[config.mk]
export PLATFORM = sky130hd
export DESIGN_NAME = counter_modn_cascade
export DESIGN_NICKNAME = d
export VERILOG_FILES = /design/src/rtl/counter_modn_cascade.sv
export SDC_FILE = /design/constraint.sdc
export NUM_CORES = 1
export LEC_CHECK = 0
export CAP_MARGIN = 20
export CORE_UTILIZATION = 46
export CTS_CLUSTER_SIZE = 10
export DETAILED_ROUTE_END_ITERATION = 10
export GPL_ROUTABILITY_DRIVEN = 0
export PLACE_DENSITY = 0.84
export SYNTH_ARGS = -nofsm -noshare
export SYNTH_HDL_FRONTEND = slang
export SYNTH_SLANG_ARGS = --single-unit
[constraint.sdc]
create_clock -name clk -period 2.45 [get_ports clk]
set_clock_uncertainty 0.15 [all_clocks]
set_input_delay 0.49 -clock clk [delete_from_list [all_inputs] [get_ports clk]]
set_output_delay 0.49 -clock clk [all_outputs]
set_load 0.005 [all_outputs]
[src/rtl/counter_modn_cascade.sv]
// Multi-digit modulo-N up/down counter with parallel load, cascade terminal count and wrap pulse.
// Optional macro COUNTER_MATCH_EN adds a registered compare-match output.
module counter_modn_cascade #(
  parameter int N      = 10,
  parameter int DIGITS = 4,
  localparam int W     = (N <= 2) ? 1 : $clog2(N)
) (
  input  logic                clk,
  input  logic                rst,
  input  logic                en,
  input  logic                up,
  input  logic                load,
  input  logic [DIGITS*W-1:0] d,
`ifdef COUNTER_MATCH_EN
  input  logic [DIGITS*W-1:0] match_val,
  output logic                match,
`endif
  output logic [DIGITS*W-1:0] q,
  output logic                rco,
  output logic                tc
);

  localparam logic [W-1:0] MAXV = W'(N - 1);

  logic [DIGITS*W-1:0] cnt_q, cnt_d;
  logic                rco_q, rco_d;
  logic                all_term;

  // Ripple the "all lower digits terminal" carry through the digits in one pass.
  always_comb begin
    logic         carry;
    logic         term;
    logic [W-1:0] dig;
    logic [W-1:0] ld;
    cnt_d = cnt_q;
    rco_d = 1'b0;
    carry = 1'b1;
    for (int i = 0; i < DIGITS; i++) begin
      dig  = cnt_q[i*W +: W];
      ld   = d[i*W +: W];
      term = up ? (dig == MAXV) : (dig == '0);
      if (load) begin
        cnt_d[i*W +: W] = (ld > MAXV) ? MAXV : ld;
      end else if (en && carry) begin
        if (up) cnt_d[i*W +: W] = term ? '0 : dig + W'(1);
        else    cnt_d[i*W +: W] = term ? MAXV : dig - W'(1);
      end
      carry = carry & term;
    end
    all_term = carry;
    if (!load && en) rco_d = all_term;
  end

  always_ff @(posedge clk or posedge rst) begin
    if (rst) begin
      cnt_q <= '0;
      rco_q <= 1'b0;
    end else begin
      cnt_q <= cnt_d;
      rco_q <= rco_d;
    end
  end

  assign q   = cnt_q;
  assign rco = rco_q;
  assign tc  = en & all_term;

`ifdef COUNTER_MATCH_EN
  logic match_q, match_d;

  // Only a counting step can raise match; a load landing on match_val does not.
  always_comb begin
    match_d = !load && en && (cnt_d == match_val);
  end

  always_ff @(posedge clk or posedge rst) begin
    if (rst) match_q <= 1'b0;
    else     match_q <= match_d;
  end

  assign match = match_q;
`endif

`ifndef SYNTHESIS
  always @(posedge clk) begin
    if (!rst) begin
      for (int i = 0; i < DIGITS; i++) begin
        assert (cnt_q[i*W +: W] <= MAXV);
      end
    end
  end
`endif

endmodule

==> summary.md, run 1 <==
| Metric | Value |
|---|---|
| Status | complete, but fails checks |
| Final min period | 2.77 ns |
| Most common library cell in the layout ignoring fill and taps | clkdlybuf4s50_1 |
| Synth Area in Compound Gates | 0.260 |
| Number of H-tree levels | 1 |
| Crit end category | primary output |
| Clock Tree Buf Depth | 2 |
| Filler instances | 270 |
| Leakage power | 1.07 nW |
| Number of library cell types mapped by synthesis | 60 |
| CP Data Required Time | 1.81 ns |
| Hold-fix buffers at CTS | 0 |
| Clock-pin slew on the worst setup and hold paths | 0.12 ns |
| # rows | 21 |
| Number of antenna diodes | 0 |
| Die W | 62.4 µm |
| DRT Pass-1 Iters | 4 |
| Xor/xnor cell area share of the yosys netlist | 0.0313 |
| Cell count after synthesis | 199 |
| Drt total wl | 4610 µm |
| Post-synthesis mux area share | 0.0566 |
| Synth Area in Simple Gates | 0.244 |
| Placed standard-cell area | 2350 µm² |
| Measured slew at the worst slew-check pin | 0.396 ns |
| Grt total ovfl | 0 |
| First-pass GRT wire length | 7960 µm |
| Cell internal pwr | 835 µW |
| Layout cells sized above 1 | 0.228 |
| Clock group share of total power | 0.125 |
| Port Buffer Count | 38 |
| Clock latency on the worst-skew pair | 0.32 ns |
| Final Power | 1.35 mW |
| Final hold violations | 0 |
| Vias per inst | 5.72 |
| Adder-Cell Fraction of Synth Area | 0.0894 |
| Psw | 511 µW |
| Worst Hold Class | primary input to async pin |
| Setup violators final | 1 |
| Final instance area | 2430 µm² |
| CP startpoint kind | flop |
| Clock sink count | 17 |
| Most frequent cells in the layout | clkdlybuf4s50_1, buf_4, dfrtp_1 |
| Die H | 62.4 µm |
| Core area | 3420 µm² |
| Total CTS buffers | 3 |
| # nets final | 301 |
| #FFs+latches synth | 17 |
| Total GRT Usage | 0.251 |
| Crit path kind | flop to primary output |
| Layout area overhead | 44.6% |
| Fin crit share | 1.13 |
| Max VDD drop | 0.000437 V |
| Via count | 1789 |
| Yosys top cell by area | dfrtp_1 |
| Final max-slew violation count | 0 |
| Reg power frac | 0.283 |
| Die Area | 3900 µm² |
| Ports | 39 |
| Cell Pwr Density | 555 nW/µm² |
| CP arrival | 2.13 ns |
| DRC | 0 |
| Final worst slack | -0.319 ns |
| DR iter-0 viols | 94 |
| Vias in the first global route | 1766 |
| Mapped Avg Cell Area | 8.44 µm² |
| Comb power frac | 0.592 |
| Initial antenna violation count | 0 |
| Relative slew slack | 0.732 |
| Root buffer cell | clkbuf_4 |
| Top area cells in the synthesized netlist | dfrtp_1, ha_1, o21ai_0 |
| Post-synth EDFFs | 0 |
| Post-synth top area share | 0.253 |
| Max Cap Viol | 0 |
| Syn Nets | 232 |
| Routed length per instance | 14.7 µm |
| Largest family of logic cells by synthesized area | compound AO/OA/AOI/OAI gates |
| Initial core utilization | 0.492 |
| Synth Flop Type | dfrtp_1 |
| HPWL after DPL | 3200 µm |
| RSZ-0062 raised after global routing | yes |
| Seq/Total Area, Yosys | 0.253 |
| Sw Ratio | 0.380 |
| Largest net degree at the start of global routing | 37 |
| CTS tree | done |
| Failing checks | setup timing |
| Final ANT Viol Nets | 0 |
| Synth Cell Area | 1680 µm² |
| Fmax | 361 MHz |
| CP max FO | 2 |
| Yosys warnings | 0 |
| Async set-reset flop share out of synthesis | 1.00 |
==> flip-flops by register name (all words and copies together), names as in the netlist <==
signal	flops
q	16
rco	1
==> stage by stage <==
stage	std cells	utilization	hold slack, ns	setup TNS [ns]	setup WS (ns)
after floorplan	199	-	0.266	0	0.0304
after global placement	308	0.688	0.403	-4.52	-0.798
after detailed placement	308	0.688	0.426	-4.86	-0.836
after CTS	312	0.706	0.335	-0.191	-0.191
after global routing	313	0.711	0.382	-0.379	-0.379
final	313	0.711	0.323	-0.319	-0.319
==> critical path: stages (launching register included) <==
cell and delay [ns]:
dfrtp_1 0.40, inv_2 0.09, ha_4 0.14, or3b_4 0.39, a2111oi_4 0.41, nand3_2 0.17
nor2_2 0.11, buf_2 0.11
==> metal layers <==
layer  track usage  share of wire
met5             0              0
met4        0.0988          0.017
met3        0.0255          0.038
met2         0.429           0.50
met1         0.324           0.44
==> power by group through the flow <==
stage,combinational [mW],sequential (mW),clock (mW)
finish,0.797,0.381,0.168
floorplan,0.361,0.414,0
CTS,0.785,0.379,0.170
detailed placement,0.759,0.380,0
global route,0.880,0.386,0.181
global placement,0.741,0.375,0
==> cell families (layout without fill, tap and decap cells) <==
family / Yosys count / count (layout)
AND/OR/NAND/NOR: 67 / 67
AO/OA/AOI/OAI: 61 / 61
buffers and inverters: 28 / 96
flip-flops: 17 / 17
adder cells (fa/ha/maj): 12 / 12
multiplexers: 8 / 8
XOR/XNOR: 6 / 6
==> area by class of cell <==
class | instances | area, µm² | area share
well taps | 46 | 57.6 | 0.0237
flip-flops and latches | 17 | 425 | 0.175
clock buffers | 3 | 22.5 | 0.00928
multi-input cells | 154 | 1180 | 0.488
clock inverters | 1 | 5.00 | 0.00206
repair buffers | 74 | 664 | 0.274
inverters | 18 | 67.6 | 0.0278
==> path summary, 6_finish.rpt <==
| path | cells past startpoint | slack (ns) | start | endpoint |
|---|---|---|---|---|
| worst min register to register | 2 | 0.44 | q[13]$_DFFE_PP0P_ | q[13]$_DFFE_PP0P_ |
| max in group asynchronous | 3 | 1.61 | rst | q[2]$_DFFE_PP0P_ |
| min in group clk | 2 | 0.44 | q[13]$_DFFE_PP0P_ | q[13]$_DFFE_PP0P_ |
| worst min-delay path | 3 | 0.32 | rst | rco$_DFF_PP0_ |
| worst max register to register | 7 | 0.08 | q[1]$_DFFE_PP0P_ | q[12]$_DFFE_PP0P_ |
| worst max-delay path | 7 | -0.32 | q[9]$_DFFE_PP0P_ | tc |
==> cells in the mapped netlist (2+ instances only) <==
cell / n
inv_1: 18
dfrtp_1: 17
o21ai_0: 16
a21oi_1: 12
ha_1: 12
nand2_1: 10
nand3_1: 10
nor2_1: 8
nand2b_1: 6
clkbuf_1: 5
xor2_1: 5
buf_2: 4
nand4b_1: 4
nor2b_1: 4
nor3_1: 4
nor4b_1: 3
o31ai_1: 3
or3b_2: 3
a211oi_1: 2
a221oi_1: 2
a2bb2oi_1: 2
a31oi_1: 2
and3_1: 2
and3b_1: 2
mux2_1: 2
mux2_2: 2
mux2_4: 2
mux2i_1: 2
nand3b_1: 2
nor3b_1: 2
o31a_1: 2
==> timing repair <==
item | in CTS | in global routing
pin swaps | 4 | 2
setup endpoints to repair | 9 | 1
setup buffers | 0 | 1
gates cloned | 0 | 0
resized for setup | 15 | 2
No activity file was read; power rests on OpenSTA's default activity.
==> run 2: changes to the inputs <==
Settings changed: CTS_CLUSTER_SIZE 10 to 25.
==> results of run 2 <==
Final layout, timing and power as in run 1 (identical DEF).
